`src/rtl/btn_pkg.sv`:
```
// Shared constants for the push-button conditioner: per-channel FSM state
// encoding and shortened counter lengths for simulation builds.
package btn_pkg;

  typedef logic [2:0] state_t;

  localparam state_t ST_IDLE       = 3'd0;
  localparam state_t ST_PRESS_WAIT = 3'd1;
  localparam state_t ST_HELD       = 3'd2;
  localparam state_t ST_LONG_HELD  = 3'd3;
  localparam state_t ST_REL_WAIT   = 3'd4;

  localparam int DBG_DEBOUNCE = 8;
  localparam int DBG_LONG     = 64;

endpackage

```
`src/rtl/btn_debounce_ch.sv`:
```
// One button channel: two-flop synchroniser, debounce FSM, debounce and
// hold counters, registered level and event pulses.
module btn_debounce_ch
  import btn_pkg::*;
#(
  parameter int DEBOUNCE_CYCLES   = 500000,
  parameter int LONG_PRESS_CYCLES = 100000000
) (
  input  logic clk,
  input  logic rst_n,
  input  logic btn_raw,
  output logic level_out,
  output logic press_out,
  output logic release_out,
  output logic long_out
);

  localparam int DB_W   = $clog2(DEBOUNCE_CYCLES);
  localparam int HOLD_W = $clog2(LONG_PRESS_CYCLES);

  localparam logic [DB_W-1:0]   DB_ONE    = DB_W'(1);
  localparam logic [DB_W-1:0]   DB_LAST   = DB_W'(DEBOUNCE_CYCLES - 1);
  localparam logic [HOLD_W-1:0] HOLD_ONE  = HOLD_W'(1);
  localparam logic [HOLD_W-1:0] HOLD_LAST = HOLD_W'(LONG_PRESS_CYCLES - 1);

  logic              s1_q, s1_d;
  logic              s2_q, s2_d;
  state_t            state_q, state_d;
  logic [DB_W-1:0]   db_cnt_q, db_cnt_d;
  logic [HOLD_W-1:0] hold_cnt_q, hold_cnt_d;
  logic              from_long_q, from_long_d;
  logic              level_q, level_d;
  logic              press_q, press_d;
  logic              rel_q, rel_d;
  logic              long_q, long_d;

  always_ff @(posedge clk or negedge rst_n) begin
    if (!rst_n) begin
      s1_q        <= 1'b0;
      s2_q        <= 1'b0;
      state_q     <= ST_IDLE;
      db_cnt_q    <= '0;
      hold_cnt_q  <= '0;
      from_long_q <= 1'b0;
      level_q     <= 1'b0;
      press_q     <= 1'b0;
      rel_q       <= 1'b0;
      long_q      <= 1'b0;
    end else begin
      s1_q        <= s1_d;
      s2_q        <= s2_d;
      state_q     <= state_d;
      db_cnt_q    <= db_cnt_d;
      hold_cnt_q  <= hold_cnt_d;
      from_long_q <= from_long_d;
      level_q     <= level_d;
      press_q     <= press_d;
      rel_q       <= rel_d;
      long_q      <= long_d;
    end
  end

  // Counters only advance below their terminal value, so neither can wrap.
  always_comb begin
    s1_d        = btn_raw;
    s2_d        = s1_q;
    state_d     = state_q;
    db_cnt_d    = db_cnt_q;
    hold_cnt_d  = hold_cnt_q;
    from_long_d = from_long_q;
    case (state_q)
      ST_IDLE: begin
        if (s2_q) begin
          state_d  = ST_PRESS_WAIT;
          db_cnt_d = DB_ONE;
        end
      end
      ST_PRESS_WAIT: begin
        if (!s2_q) begin
          state_d  = ST_IDLE;
          db_cnt_d = '0;
        end else if (db_cnt_q == DB_LAST) begin
          state_d     = ST_HELD;
          db_cnt_d    = '0;
          hold_cnt_d  = '0;
          from_long_d = 1'b0;
        end else begin
          db_cnt_d = db_cnt_q + DB_ONE;
        end
      end
      ST_HELD: begin
        if (!s2_q) begin
          state_d  = ST_REL_WAIT;
          db_cnt_d = DB_ONE;
        end else if (hold_cnt_q == HOLD_LAST) begin
          state_d     = ST_LONG_HELD;
          from_long_d = 1'b1;
        end else begin
          hold_cnt_d = hold_cnt_q + HOLD_ONE;
        end
      end
      ST_LONG_HELD: begin
        if (!s2_q) begin
          state_d  = ST_REL_WAIT;
          db_cnt_d = DB_ONE;
        end
      end
      ST_REL_WAIT: begin
        // A glitch returns to whichever held state was left; no pulses.
        if (s2_q) begin
          state_d  = from_long_q ? ST_LONG_HELD : ST_HELD;
          db_cnt_d = '0;
        end else if (db_cnt_q == DB_LAST) begin
          state_d  = ST_IDLE;
          db_cnt_d = '0;
        end else begin
          db_cnt_d = db_cnt_q + DB_ONE;
        end
      end
      default: begin
        state_d = ST_IDLE;
      end
    endcase
  end

  always_comb begin
    press_d = (state_q == ST_PRESS_WAIT) && s2_q  && (db_cnt_q == DB_LAST);
    rel_d   = (state_q == ST_REL_WAIT)   && !s2_q && (db_cnt_q == DB_LAST);
    long_d  = (state_q == ST_HELD)       && s2_q  && (hold_cnt_q == HOLD_LAST);
    level_d = level_q;
    if (press_d) begin
      level_d = 1'b1;
    end else if (rel_d) begin
      level_d = 1'b0;
    end
  end

  assign level_out   = level_q;
  assign press_out   = press_q;
  assign release_out = rel_q;
  assign long_out    = long_q;

endmodule

```
`src/rtl/btn_debounce.sv`:
```
// Push-button conditioner: N_BTN independent debounce channels producing a
// clean level plus press, release and long-press pulses per button.
module btn_debounce
  import btn_pkg::*;
#(
  parameter int N_BTN             = 3,
  parameter int DEBOUNCE_CYCLES   = 500000,
  parameter int LONG_PRESS_CYCLES = 100000000
) (
  input  logic             clk,
  input  logic             rst_n,
  input  logic [N_BTN-1:0] btn,
  output logic [N_BTN-1:0] btn_level,
  output logic [N_BTN-1:0] btn_press,
  output logic [N_BTN-1:0] btn_release,
  output logic [N_BTN-1:0] btn_long
);

  for (genvar i = 0; i < N_BTN; i++) begin : g_ch
    btn_debounce_ch #(
      .DEBOUNCE_CYCLES  (DEBOUNCE_CYCLES),
      .LONG_PRESS_CYCLES(LONG_PRESS_CYCLES)
    ) u_ch (
      .clk        (clk),
      .rst_n      (rst_n),
      .btn_raw    (btn[i]),
      .level_out  (btn_level[i]),
      .press_out  (btn_press[i]),
      .release_out(btn_release[i]),
      .long_out   (btn_long[i])
    );
  end

endmodule

```
`config.mk`:
```
export PLATFORM = sky130hd
export DESIGN_NAME = btn_debounce
export DESIGN_NICKNAME = d
export VERILOG_FILES = /design/src/rtl/btn_pkg.sv /design/src/rtl/btn_debounce_ch.sv /design/src/rtl/btn_debounce.sv
export SDC_FILE = /design/constraint.sdc
export NUM_CORES = 1
export LEC_CHECK = 0
export CAP_MARGIN = 10
export CORE_AREA = 2 2 177 92
export CTS_CLUSTER_SIZE = 30
export DETAILED_ROUTE_END_ITERATION = 16
export DIE_AREA = 0 0 179 94
export PLACE_DENSITY = 0.77
export SLEW_MARGIN = 25
export SYNTH_ARGS = -nofsm -noshare
export SYNTH_HDL_FRONTEND = slang
export SYNTH_HIERARCHICAL = 1
export SYNTH_SLANG_ARGS = --single-unit
```
`constraint.sdc`:
```
create_clock -name clk -period 2.4 [get_ports clk]
set_input_delay 0.48 -clock clk [delete_from_list [all_inputs] [get_ports clk]]
set_output_delay 0.48 -clock clk [all_outputs]
set_load 0.01 [all_outputs]
```
==> results by group <==
Run status
  – Status: finished clean

Cells and area
  – Fin util: 69.81%
  – Post-route cell area: between 0.01 and 0.015 mm^2
  – Fill cells: roughly 1,100
  – Area grow syn2layout: 11.94%
  – Nets: 1,086
  – Share of cells above drive strength 1: 9.476%
  – N_diodes: 0

Place
  – Dpl cell area: 0.01000 mm^2
  – PortBufs: 16
  – Pre-CTS setup slack: 24.71 ps
  – GPL Wtd Cong: 0.8597
  – Placed wire-length estimate: 14,090 um

Clocking
  – Clock Tree Buf Depth: 2
  – Clock Pin Slew Worst Setup and Hold Paths: 70 ps
  – CTS tree: built
  – Clock latency on the worst-skew pair: between 400 and 500 ps
  – Cts bufs inserted: 17
  – H-tree depth: 4
  – CTS sink cnt: 168
  – Clk root buf: clkbuf_16

Detailed routing
  – Antenna Nets Post-Route: 0
  – DRT Wirelength: 21,250 um
  – Vias: 8,214
  – Avg WL per Cell: 16.46 um
  – TritonRoute pass-1 iters: 5
  – Via density: around 6.4
  – Drt drc: 0
  – Initial DRC count: a little over 600

Critical path
  – Worst r2r src: g_ch[0].u_ch/hold_cnt_q[12]
  – Reg-to-reg endpoint: g_ch[0].u_ch/hold_cnt_q[2]
  – Crit start category: register
  – Critical Path RT: between 2000 and 3000 ps
  – Worst-path maximum fanout: 11
  – CP Class: reg2reg
  – CP Capture Type: register
  – Flop2flop setup slack: 130 ps
  – Data arrival, critical path: 2570 ps
  – R2R depth: 5

Floorplanning
  – Num rows: 32
  – Initial Util: 62.36%
  – Die W: 179 um
  – Die area: around 0.017 mm^2
  – Core Region: 0.01517 mm^2
  – Top-level port count: 17
  – Die Ht: 94 um

Job
  – MaxCap Viol Count: 0

STA
  – RSZ-0062 raised after global routing: false
  – Setup tns final: 0 ps
  – Clk_skew: about 13 ps
  – Rel. slew slack: 58.79%
  – Pins Over Slew Limit: 0
  – Minimum clock period after layout: 2273 ps
  – Final hold vios: 0
  – Slew @ Worst Pin: 618.0 ps
  – Final Cycle Share: 94.70%
  – Final WS setup: between 100 and 150 ps
  – Finish-stage setup viols: 0
  – F_max: approximately 0.44 GHz

Logic synthesis
  – Sequential fraction of the synthesis area: 44.43%
  – Synthesized cell area: 0.009463 mm^2
  – YS warnings: 6
  – Adder-cell area share of the yosys netlist: 0.7933%
  – Most area-hungry cell type in the Yosys netlist: dfrtp_1
  – Simple-gate area share of the yosys netlist: 30.61%
  – Largest family of logic cells by synthesized area: simple AND/OR/NAND/NOR gates
  – Post-synthesis mux area share: 1.415%
  – Net Count, Synth: 1,056
  – Post-synth EDFFs: 0
  – Avg Inst Size Synth: a little over 9 um^2
  – Synth top cells by count: dfrtp_1, nor2_1, nand2_1
  – Synth top area share: 44.43%
  – Distinct cells, synth: 75
  – Synth async-reset ratio: 100.0%
  – Post-synthesis compound-gate area fraction: a little over an eighth
  – Most common cell in the netlist: dfrtp_1
  – Area share of xor/xnor cells in the synthesized design: 5.646%
  – Largest cells by area after synthesis: dfrtp_1, nor2_1, nand3_1, xnor2_1, nand2_1
  – Top_reg_cell synth: dfrtp_1
  – Yosys reg bits: 168
  – Synth Instances: 1,045

Power
  – LEAKAGE: roughly 0.0044 uW
  – Pwr dens: 557.7 mW/mm^2
  – Max VDD drop: 0.0004771 V

Global routing
  – Vias in the first global route: 7,852
  – Global-route wire length before repair: 36,740 um
  – Largest net degree at the start of global routing: 57
  – Initial antenna violation count: 0
  – Congestion Overflow GR: 0
  – GRT Total Usage: 27.11%

Min path
  – Worst Hold End: g_ch[1].u_ch/s2_q
  – HP Class: reg2reg
  – Hold path start: g_ch[1].u_ch/s1_q
  – Hold path cells: 0
## per-stage QoR
stage          hold slack [ps]  cells  total power [uW]
4_1_cts                  350.2   1291              5959
6_report                 348.2   1291              5907
3_3_place_gp             335.3   1259              3241
2_1_floorplan            184.4   1045              3127
3_5_place_dp             334.7   1259              3251
5_1_grt                  361.5   1291              6125
## state kept, by name, summed over array words and instances, names as in the netlist
signal / count
g_ch.u_ch/state_q: 9
g_ch.u_ch/press_out: 3
g_ch.u_ch/level_out: 3
g_ch.u_ch/long_out: 3
g_ch.u_ch/db_cnt_q: 57
g_ch.u_ch/from_long_q: 3
g_ch.u_ch/release_out: 3
g_ch.u_ch/s2_q: 3
g_ch.u_ch/hold_cnt_q: 81
g_ch.u_ch/s1_q: 3
## cell usage in the layout (no fill, tap or decap), types with 37 or more instances in the layout
master,instances
nand3_1,76
nand2_1,93
a31oi_1,52
buf_4,43
nand4_1,37
nor3_1,38
xnor2_1,41
dfrtp_1,168
nor2_1,111
## worst max-delay path, stage by stage, from the launching register on
cell	delay [ps]
dfrtp_1	440
or4b_1	540
nor4_2	360
nand3_1	410
a31oi_1	340
a31oi_1	60
## report_power, final
group | total (uW) | leakage (uW) | switching (uW) | internal [uW]
sequential | 2940 | 0.00232 | 65.3 | 2870
combinational | 260 | 0.00180 | 164 | 96.1
clock | 2710 | 0.000270 | 1170 | 1540
total | 5910 | 0.00439 | 1400 | 4510
## area by class of cell
cell class / instances / area [um^2] / area share (%)
clock buffer: 18 / 429.2 / 4.051
multi-input combinational: 797 / 4917 / 46.42
timing repair buffer: 62 / 534.3 / 5.044
clock inverter: 13 / 143.9 / 1.358
tap: 204 / 255.2 / 2.410
sequential: 168 / 4204 / 39.69
inverter: 29 / 108.9 / 1.028
## per-layer routing
layer / track usage, % / wire length (um) / part of all wire [%]
met3: 6.028 / 1138 / 5.4
met5: 0 / 0 / 0
met4: 8.130 / 299 / 1.4
met2: 43.59 / 9768 / 46
met1: 36.97 / 10040 / 47
## worst max path at each step
stage / from / end / slack, ps / depth (start not counted)
floorplan: g_ch[1].u_ch/hold_cnt_q[12] / g_ch[1].u_ch/hold_cnt_q[12] / 220 / 6
detailed placement: g_ch[1].u_ch/hold_cnt_q[9] / g_ch[1].u_ch/hold_cnt_q[2] / 20 / 5
finish: g_ch[0].u_ch/hold_cnt_q[12] / g_ch[0].u_ch/hold_cnt_q[2] / 130 / 5
CTS: g_ch[0].u_ch/hold_cnt_q[17] / g_ch[0].u_ch/hold_cnt_q[11] / 100 / 5
global placement: g_ch[1].u_ch/hold_cnt_q[17] / g_ch[1].u_ch/hold_cnt_q[4] / 140 / 5
global route: g_ch[0].u_ch/hold_cnt_q[17] / g_ch[0].u_ch/hold_cnt_q[7] / 8 / 5
## cells by family after synthesis
| family | after synthesis |
|---|---|
| AND/OR/NAND/NOR | 526 |
| AO/OA/AOI/OAI | 191 |
| adder cells (fa/ha/maj) | 6 |
| flip-flops | 168 |
| multiplexers | 13 |
| XOR/XNOR | 61 |
| buffers and inverters | 80 |
## repair_timing
item | in CTS | in global routing
cloned | 0 | 0
hold endpoints to repair | 36 | 0
buffers inserted | 0 | 0
resized for setup | 1 | 2
hold buffers | 1 | 0
setup endpoints to repair | 1 | 13
(Power assumes the default switching activity.)
